--- src/rtl/seq_detect_param.sv ---
// -----------------------------------------------------------------------------
// seq_detect_param
// Serial pattern detector with a programmable pattern, selectable overlapping
// or non-overlapping detection and a saturating match counter.
//
// Ports
//   clk         in   1      system clock, rising edge
//   rst_n       in   1      asynchronous active-low reset (deassertion is
//                           synchronised internally with two flops)
//   data_in     in   1      serial data bit, first-received bit ends up at MSB
//   data_valid  in   1      data_in is sampled only when high
//   pat_load    in   1      load pat_in (and mask_in) as the new pattern
//   pat_in      in   PAT_W  new pattern value
//   mask_in     in   PAT_W  compare mask, 0 = don't care (SEQ_DETECT_MASK_EN only)
//   overlap_en  in   1      1 = overlapping, 0 = non-overlapping detection
//   clr_cnt     in   1      synchronous clear of match_cnt
//   match       out  1      one-cycle pulse per detected pattern
//   match_cnt   out  CNT_W  saturating match count
//   armed       out  1      at least PAT_W valid bits held since last flush
//
// Configuration macro
//   SEQ_DETECT_MASK_EN  adds mask_in and a mask register; compare becomes
//                       ((history ^ pattern) & mask) == 0.
// -----------------------------------------------------------------------------
module seq_detect_param #(
    parameter int                PAT_W    = 5,
    parameter logic [PAT_W-1:0]  PAT_INIT = 5'b10010,
    parameter int                CNT_W    = 8
) (
    input  logic              clk,
    input  logic              rst_n,
    input  logic              data_in,
    input  logic              data_valid,
    input  logic              pat_load,
    input  logic [PAT_W-1:0]  pat_in,
`ifdef SEQ_DETECT_MASK_EN
    input  logic [PAT_W-1:0]  mask_in,
`endif
    input  logic              overlap_en,
    input  logic              clr_cnt,
    output logic              match,
    output logic [CNT_W-1:0]  match_cnt,
    output logic              armed
);

    localparam int                FILL_W    = $clog2(PAT_W + 1);
    localparam logic [FILL_W-1:0] FILL_FULL = FILL_W'(PAT_W);
    localparam logic [CNT_W-1:0]  CNT_MAX   = '1;

    logic [1:0]        r_rst_sync;
    logic              w_rst_n;

    logic [PAT_W-1:0]  r_hist;
    logic [PAT_W-1:0]  r_pat;
    logic [FILL_W-1:0] r_fill;
    logic              r_match;
    logic [CNT_W-1:0]  r_cnt;

    logic [PAT_W-1:0]  w_hist_nxt;
    logic [FILL_W-1:0] w_fill_inc;
    logic [PAT_W-1:0]  w_diff;
    logic              w_hit;

    // Reset assertion is immediate; release waits two clock edges so every
    // flop below leaves reset on the same, clean edge.
    always_ff @(posedge clk or negedge rst_n) begin
        if (!rst_n) begin
            r_rst_sync <= 2'b00;
        end else begin
            r_rst_sync <= {r_rst_sync[0], 1'b1};
        end
    end

    assign w_rst_n = r_rst_sync[1];

`ifdef SEQ_DETECT_MASK_EN
    logic [PAT_W-1:0] r_mask;

    always_ff @(posedge clk or negedge w_rst_n) begin
        if (!w_rst_n) begin
            r_mask <= '1;
        end else if (pat_load) begin
            r_mask <= mask_in;
        end
    end

    assign w_diff = (w_hist_nxt ^ r_pat) & r_mask;
`else
    assign w_diff = w_hist_nxt ^ r_pat;
`endif

    always_comb begin
        w_hist_nxt = {r_hist[PAT_W-2:0], data_in};
        w_fill_inc = (r_fill == FILL_FULL) ? FILL_FULL : (r_fill + FILL_W'(1));
        // The completing bit counts toward the fill, so the compare uses the
        // post-shift history and the post-increment fill. A load in the same
        // cycle discards the bit and suppresses any match.
        w_hit      = data_valid && !pat_load
                     && (w_fill_inc == FILL_FULL) && (w_diff == '0);
    end

    always_ff @(posedge clk or negedge w_rst_n) begin
        if (!w_rst_n) begin
            r_hist  <= '0;
            r_fill  <= '0;
            r_pat   <= PAT_INIT;
            r_match <= 1'b0;
        end else begin
            r_match <= w_hit;
            if (pat_load) begin
                // History is left alone; clearing the fill alone guarantees
                // the next match is built from PAT_W post-load bits.
                r_pat  <= pat_in;
                r_fill <= '0;
            end else if (data_valid) begin
                r_hist <= w_hist_nxt;
                r_fill <= (w_hit && !overlap_en) ? '0 : w_fill_inc;
            end
        end
    end

    // Counter advances on the same edge that raises match, so match_cnt
    // already includes a pulse while that pulse is visible.
    always_ff @(posedge clk or negedge w_rst_n) begin
        if (!w_rst_n) begin
            r_cnt <= '0;
        end else if (clr_cnt) begin
            r_cnt <= '0;
        end else if (w_hit && (r_cnt != CNT_MAX)) begin
            r_cnt <= r_cnt + CNT_W'(1);
        end
    end

    assign match     = r_match;
    assign match_cnt = r_cnt;
    assign armed     = (r_fill == FILL_FULL);

endmodule

--- config.mk ---
export PLATFORM = sky130hd
export DESIGN_NAME = seq_detect_param
export DESIGN_NICKNAME = d
export VERILOG_FILES = /design/src/rtl/seq_detect_param.sv
export SDC_FILE = /design/constraint.sdc
export NUM_CORES = 1
export LEC_CHECK = 0
export BUFFER_PORTS_ARGS = -buffer_cell sky130_fd_sc_hd__buf_2
export CORE_MARGIN = 2
export CORE_UTILIZATION = 57
export CTS_CLUSTER_SIZE = 20
export DETAILED_ROUTE_END_ITERATION = 16
export HOLD_SLACK_MARGIN = 0.06
export PLACE_DENSITY = 0.79
export REMOVE_ABC_BUFFERS = 1
export SLEW_MARGIN = 40
export SYNTH_ARGS = -nofsm -noshare
export SYNTH_HDL_FRONTEND = slang
export SYNTH_SLANG_ARGS = --single-unit
--- constraint.sdc ---
create_clock -name clk -period 1.77 [get_ports clk]
set_input_delay 0.2655 -clock clk [delete_from_list [all_inputs] [get_ports clk]]
set_output_delay 0.2655 -clock clk [all_outputs]
set_load 0.005 [all_outputs]
==> impl_summary.txt, run 1 <==
----------------------------------------------------
[Critical path]
  Start point of the critical path ... r_pat[0]$_DFFE_PN0P_
  Sequence of cells on the critical path ... xnor2_2 > nand4_2 > buf_4 > nor4_2 > xnor2_1 > nor2_1
  Number of buffers and inverters on the critical path ... 1
  Crit path required time ... 1.98 ns
  R2r endpoint ... match_cnt[4]$_DFFE_PN0P_
  Type of origin of the critical path ... flip-flop
  Critical Path Max Stage Delay ... 0.43 ns
  Worst reg-to-reg setup slack ... 0.03 ns
  FF-to-FF Start ... r_pat[0]$_DFFE_PN0P_
  Kind of end point of the critical path ... flip-flop
  Reg2reg path depth ... 6
  Slowest stage cell, crit path ... sky130_fd_sc_hd__dfrtp_1
  Crit path to ... match_cnt[4]$_DFFE_PN0P_
  Arr. time, crit path ... 1.95 ns
  Maximum fanout along the worst path ... 4
  Critical Path Stages ... 6
  Classification of the worst setup path ... reg2reg
  Kind of cell adding the most delay to the critical path ... simple AND/OR/NAND/NOR gates

[Synthesis]
  Multiplexer share of the synthesized area ... 12.30%
  Simple-gate share of the synthesized area ... 20.78%
  Post-Synth XOR/XNOR Area ... 8.161%
  Fraction of the mapped netlist area in adder cells ... 1.088%
  Combinational family with the most area after synthesis ... simple AND/OR/NAND/NOR gates
  #FFs+latches synth ... 23
  Fraction of the mapped netlist area in compound gates ... 4.788%
  Synthesis Warnings ... 0
  Sequential cell area fraction in the yosys report ... 50.27%
  Synthesized area divided by synthesized cell count ... 12.36 um^2
  Synthesized netlist cell count ... 93
  Area of the mapped netlist ... 1150 um^2
  Synth unique cells ... 34

[Finish]
  Share of cells above drive strength 1 ... 47.62%
  Most used cells in the layout excluding fill and tap cells ... sky130_fd_sc_hd__buf_2, sky130_fd_sc_hd__dfrtp_1, sky130_fd_sc_hd__nor2_1, sky130_fd_sc_hd__buf_4, sky130_fd_sc_hd__mux2_2
  Fraction of the core area covered by cells at the end of the flow ... 73.31%
  Fin nets ... 140
  Syn-to-layout area delta ... 22.52%
  Total inserted antenna cells ... 0

[Die]
  Die width ... 48.92 um
  Die Span Y ... 48.92 um
  Number of cell rows ... 16
  Effective utilization at floorplan ... 59.83%
  Number of ports placed on the die boundary ... 22
  Die area ... 2393 um^2
  CORE AREA ... 1922 um^2

[Power]
  Leakage power ... 0.6721 nW
  Peak supply drop ... 0.6423 mV
  Post-layout power ... 1.048 mW
  Cell Pwr Density ... 743.9 nW/um^2

[Timing]
  Number of hold violations in the final report ... 0
  Maximum clock rate ... 573.8 MHz
  Max Clock Skew ... 0.0007653 ns
  Setup repair after global routing missed its margin ... yes
  Number of pins exceeding their max-slew limit in the final report ... 0
  Post-route worst hold slack ... 0.1793 ns
  Minimum clock period ... 1.743 ns
  Tcrit/Tclk final ... 98.46%
  Final Setup Violations ... 0

[Global route]
  Total GRT Usage ... 19.31%
  Maximum number of pins on one net before global-route repair ... 22
  Antenna violations before repair ... 0
  Via count of the first global-routing pass ... 806
  First-pass GRT wire length ... 3525 um
  Overflow left after global routing ... 0

[Place]
  Detailed placer's ending HPWL ... 1549 um
  Final estimated routing congestion in global placement ... 0.7871
  Input/output buffers ... 21

[Clock tree]
  Clock net sink count ... 23
  CTS tree ... done
  TritonCTS Buffers ... 3
  Insertion delay to the later sink of the worst-skew pair ... 0.31 ns
  Max Buffers Root-to-Sink ... 2
  Clock edge transition at the registers on the reported setup and hold paths ... 0.12 ns
  CTS H-Tree Depth ... 1
  Clock Root Buffer ... sky130_fd_sc_hd__clkbuf_4

[Detailed routing]
  Aggregate routed wire length ... 2214 um
  Detailed Routing Iterations Pass 1 ... 4
  Routed Antenna Nets ... 0
  Total via count in the routed design ... 813
  Number of remaining DRC errors ... 0
  Wire length per cell ... 14.47 um
  Post-DR vias/cell ... 5.314
  Detailed router's first-iteration violation count ... 13

[Worst hold path]
  Startpoint of the worst hold path ... pat_in[1]
  Type of the most critical hold path ... in2reg

[Run]
  Reported max-cap violation count ... 0

[Status]
  Run status ... finished clean

----------------------------------------------------
==> area by class of cell <==
class	count	area [um^2]
flip-flops and latches	23	578.1
repair buffers	32	190.2
fillers	139	513.0
well taps	27	33.78
multi-input cells	67	580.6
clock buffers	4	26.28
==> state kept, by name, indices dropped and copies added (netlist names) <==
name / count
r_fill: 3
r_rst_sync: 2
match: 1
match_cnt: 8
r_hist: 4
r_pat: 5
==> per-stage QoR <==
stage	TNS [ns]	worst slack (ns)	area, um^2	instances
detailed placement	-0.006808	-0.006808	1323	146
floorplan	0	0.09285	1124	90
global route	-0.1069	-0.07998	1409	153
global placement	0	0.08224	1323	146
finish	0	0.02721	1409	153
CTS	0	0.01546	1375	152
==> how the worst min path moves through the flow <==
| stage | endpoint | cells after the start | slack, ns |
|---|---|---|---|
| floorplan | r_rst_sync[0]$_DFF_PN0_ | 0 | -0.03 |
| global placement | r_rst_sync[1]$_DFF_PN0_ | 1 | 0.05 |
| detailed placement | r_rst_sync[1]$_DFF_PN0_ | 1 | 0.05 |
| CTS | r_pat[4]$_DFFE_PN1P_ | 2 | 0.17 |
| global route | r_pat[4]$_DFFE_PN1P_ | 2 | 0.17 |
| finish | r_pat[1]$_DFFE_PN1P_ | 2 | 0.18 |
==> cell families after synthesis <==
kind of cell | Yosys count
AO/OA/AOI/OAI | 7
XOR/XNOR | 9
adder cells (fa/ha/maj) | 1
buffers and inverters | 3
flip-flops | 23
multiplexers | 12
other | 1
AND/OR/NAND/NOR | 37
==> per-layer routing <==
metal	wire length (um)	global-route usage, %
met5	0	0
met4	35	7.143
met3	79	2.761
met2	1197	35.39
met1	901	22.84
==> synth_stat cells, drive strengths merged <==
master  count  area share (%)
a211o       1            0.76
a21bo       1            0.87
a21oi       2            0.87
a22o        2             1.5
a31o        1            0.76
and2        1            0.54
and3        1            0.54
buf         2             2.0
clkbuf      1            0.33
conb        1            0.33
dfrtp      21              46
dfstp       2             4.6
ha          1             1.1
mux2       11              11
mux2i       1            0.87
nand2       2            0.65
nand2b      3             2.3
nand3       4             1.7
nand3b      2             2.4
nand4       3             2.2
nor2       12             3.9
nor2b       3             1.6
nor3        2             1.8
nor3b       1            0.65
nor4        2             1.6
nor4b       1            0.76
xnor2       9             8.2
==> worst reg2reg max path: stages, from the launching register on <==
cell and delay [ns]:
sky130_fd_sc_hd__dfrtp_1 0.43, sky130_fd_sc_hd__xnor2_2 0.20, sky130_fd_sc_hd__nand4_2 0.22, sky130_fd_sc_hd__buf_4 0.21
sky130_fd_sc_hd__nor4_2 0.37, sky130_fd_sc_hd__xnor2_1 0.16, sky130_fd_sc_hd__nor2_1 0.05
==> where the power goes <==
part           internal, mW  switching [mW]
registers             0.573          0.0431
logic                 0.108          0.0806
clock network        0.0880           0.156
==> repair_timing <==
action | CTS | global route
hold endpoints to repair | 2 | 0
resized for setup | 1 | 5
gates cloned | 0 | 0
setup buffers | 1 | 1
hold buffers | 1 | 0
pin swaps | 1 | 3
endpoints found under the setup margin | 1 | 3
Power figures use the tool's default switching activity.
==> run 2: changes to the inputs <==
- clock period: 1.77 -> 2.05 ns (I/O delays scaled with it)
==> run 2 against run 1 <==
Against the previous run: hold slack improved by 0.045 ns; sequential share of layout area rose by 3.2 points; clock-buffer cell count fell by 1; worst setup slack improved by 0.16 ns; register-to-register slack improved by 0.16 ns; total power fell by 16%; via count fell by 7.7%; final cell count fell by 5.9%.
==> impl_summary.txt, run 2 (synthesis results as in run 1) <==
----------------------------------------------------
[Status]
  Run status ... finished clean

[Place]
  Final estimated routing congestion in global placement ... 0.7542 (-4.2%)
  Input/output buffers ... 21 (unchanged)
  Detailed placer's ending HPWL ... 1513 um (-2.3%)

[Power]
  Combinational cell fraction of total power ... 15.5% (-2.5 points)
  Internal power ... 0.6459 mW (-16%)
  Peak supply drop ... 0.5746 mV (-11%)
  Cell Pwr Density ... 671.4 nW/um^2 (-9.7%)
  Post-layout power ... 0.8788 mW (-16%)
  Part of the total power dissipated in sequential elements ... 61.3% (+2.5 points)
  Switching component of the power ... 0.2328 mW (-17%)
  Leakage power ... 0.6244 nW (-7.1%)
  Switching Share ... 26.50% (-0.15 points)
  Portion of total power attributed to the clock network ... 23.2% (about the same)

[Global route]
  Maximum number of pins on one net before global-route repair ... 22 (unchanged)
  First-pass GRT wire length ... 3477 um (-1.4%)
  Met2 track demand over resource in global routing ... 35.16% (-0.23 points)
  Met1 layer usage reported by global route ... 22.04% (-0.80 points)
  Met3 global-route usage ... 3.067% (+0.31 points)
  GRT Max-Usage Layer ... met2
  Overflow left after global routing ... 0 (unchanged)
  Antenna violations before repair ... 0 (unchanged)
  Via count of the first global-routing pass ... 791 (-1.9%)
  Total GRT Usage ... 19.26% (-0.051 points)

[Critical path]
  Critical Path Max Stage Delay ... 0.43 ns (about the same)
  Kind of end point of the critical path ... flip-flop
  Maximum fanout along the worst path ... 5 (+1)
  Sequence of cells on the critical path ... nor2b_1 > nand4_2 > nor4_2 > nand3_1 > mux2_4
  FF-to-FF Start ... r_fill[2]$_DFFE_PN0P_
  Reg2reg path depth ... 5 (-1)
  Slowest stage cell, crit path ... sky130_fd_sc_hd__dfrtp_1
  R2r endpoint ... match_cnt[5]$_DFFE_PN0P_
  Crit path required time ... 2.26 ns (+0.28 ns)
  Classification of the worst setup path ... reg2reg
  Type of origin of the critical path ... flip-flop
  Arr. time, crit path ... 2.07 ns (+0.12 ns)
  Worst reg-to-reg setup slack ... 0.19 ns (+0.16 ns)

[Clock tree]
  Insertion delay to the later sink of the worst-skew pair ... 0.31 ns (about the same)
  Clock net sink count ... 23 (unchanged)
  Max Buffers Root-to-Sink ... 2 (unchanged)
  CTS H-Tree Depth ... 1 (unchanged)
  Clock Root Buffer ... sky130_fd_sc_hd__clkbuf_4
  Clock edge transition at the registers on the reported setup and hold paths ... 0.12 ns (about the same)
  TritonCTS Buffers ... 3 (unchanged)
  Post-CTS sizing ... 0 (-1)
  CTS tree ... done
  Count of buffers added by post-CTS timing repair for setup ... 0 (-1)

[Detailed routing]
  Post-DR vias/cell ... 5.208 (-2.0%)
  Total via count in the routed design ... 750 (-7.7%)
  Detailed Routing Iterations Pass 1 ... 4 (unchanged)
  Routed Antenna Nets ... 0 (unchanged)
  Number of remaining DRC errors ... 0 (unchanged)
  Detailed router's first-iteration violation count ... 7 (-6)
  Aggregate routed wire length ... 2020 um (-8.8%)
  Wire length per cell ... 14.03 um (-3.1%)

[Finish]
  Most used cells in the layout excluding fill and tap cells ... sky130_fd_sc_hd__buf_2, sky130_fd_sc_hd__dfrtp_1, sky130_fd_sc_hd__nor2_1, sky130_fd_sc_hd__mux2_2, sky130_fd_sc_hd__xnor2_1
  Fin nets ... 131 (-6.4%)
  Syn-to-layout area delta ... 13.82%
  Share of cells above drive strength 1 ... 41.03% (-6.6 points)
  Total inserted antenna cells ... 0 (unchanged)
  Most frequent standard cell in the layout excluding fill and tap cells ... sky130_fd_sc_hd__buf_2
  Number of flip-flops under the largest register name ... 8 (unchanged)

[Die]
  Die width ... 48.92 um (unchanged)
  Effective utilization at floorplan ... 59.83% (unchanged)
  Number of cell rows ... 16 (unchanged)
  CORE AREA ... 1922 um^2 (unchanged)
  Number of ports placed on the die boundary ... 22 (unchanged)
  Die area ... 2393 um^2 (unchanged)
  Die Span Y ... 48.92 um (unchanged)

[Timing]
  Number of pins exceeding their max-slew limit in the final report ... 0 (unchanged)
  Post-route worst hold slack ... 0.2247 ns (+0.04541 ns)
  Final TNS setup ... 0 ns (unchanged)
  Setup repair after global routing missed its margin ... no
  Maximum clock rate ... 536.3 MHz (-6.5%)
  Minimum clock period ... 1.865 ns (+0.1218 ns)
  Max Clock Skew ... 0.001451 ns (+0.0006853 ns)
  Number of hold violations in the final report ... 0 (unchanged)
  Final Setup Violations ... 0 (unchanged)
  Tcrit/Tclk final ... 90.96% (-7.5 points)

[Run]
  Reported max-cap violation count ... 0 (unchanged)

[Worst hold path]
  Startpoint of the worst hold path ... pat_in[0]
  Type of the most critical hold path ... in2reg
  Hold Crit Endpoint ... r_pat[0]$_DFFE_PN0P_
  Count of cells along the worst hold path ... 2 (unchanged)

----------------------------------------------------
-- run 2: per-stage QoR --
step	cells	utilization [%]	cell area (um^2)	setup WS, ns
after global placement	139	66.08	1270	0.2928
after detailed placement	139	66.08	1270	0.2309
after global routing	144	68.10	1309	0.04875
after CTS	144	68.03	1308	0.2073
final	144	68.10	1309	0.1854
after floorplan	90	-	1124	0.3729
-- run 2: worst max path at each step --
stage / startpoint / endpoint / slack [ns] / cells after the start
final: r_fill[2]$_DFFE_PN0P_ / match_cnt[5]$_DFFE_PN0P_ / 0.19 / 5
after global routing: r_fill[2]$_DFFE_PN0P_ / match_cnt[5]$_DFFE_PN0P_ / 0.05 / 5
after CTS: r_fill[2]$_DFFE_PN0P_ / match_cnt[5]$_DFFE_PN0P_ / 0.21 / 5
after detailed placement: r_fill[2]$_DFFE_PN0P_ / match_cnt[5]$_DFFE_PN0P_ / 0.23 / 5
after global placement: data_in / match_cnt[5]$_DFFE_PN0P_ / 0.29 / 6
after floorplan: r_fill[2]$_DFFE_PN0P_ / match_cnt[5]$_DFFE_PN0P_ / 0.37 / 5
-- run 2: what timing repair did --
item                                   4_1_cts  5_1_grt
setup endpoints to repair                    0        0
endpoints found under the hold margin        2        0
hold buffers                                 1        0
-- run 2: layout make-up --
cell class / instances / area [um^2]
Fill cell: 163 / 613.1
Sequential cell: 23 / 579.3
Multi-Input combinational cell: 67 / 545.5
Timing Repair Buffer: 23 / 122.6
Tap cell: 27 / 33.78
Clock buffer: 3 / 22.52
Clock inverter: 1 / 5.005
-- run 2: per-layer routing --
metal | part of all wire, % | routed length [um]
met5 | 0 | 0
met1 | 42 | 855
met3 | 4.0 | 81
met4 | 0.64 | 13
met2 | 53 | 1070
-- run 2: critical path: cells and delay by family, from the launching register on --
kind,cells,cell delay [ns]
and+or+nand+nor,4,1.02
DFF,1,0.43
muxes,1,0.32
-- run 2: power by group through the flow --
stage	sequential (mW)	clock (mW)	combinational, mW
floorplan	0.536	0	0.105
global placement	0.544	0	0.130
detailed placement	0.548	0	0.137
CTS	0.539	0.216	0.139
global route	0.546	0.234	0.150
finish	0.538	0.204	0.137
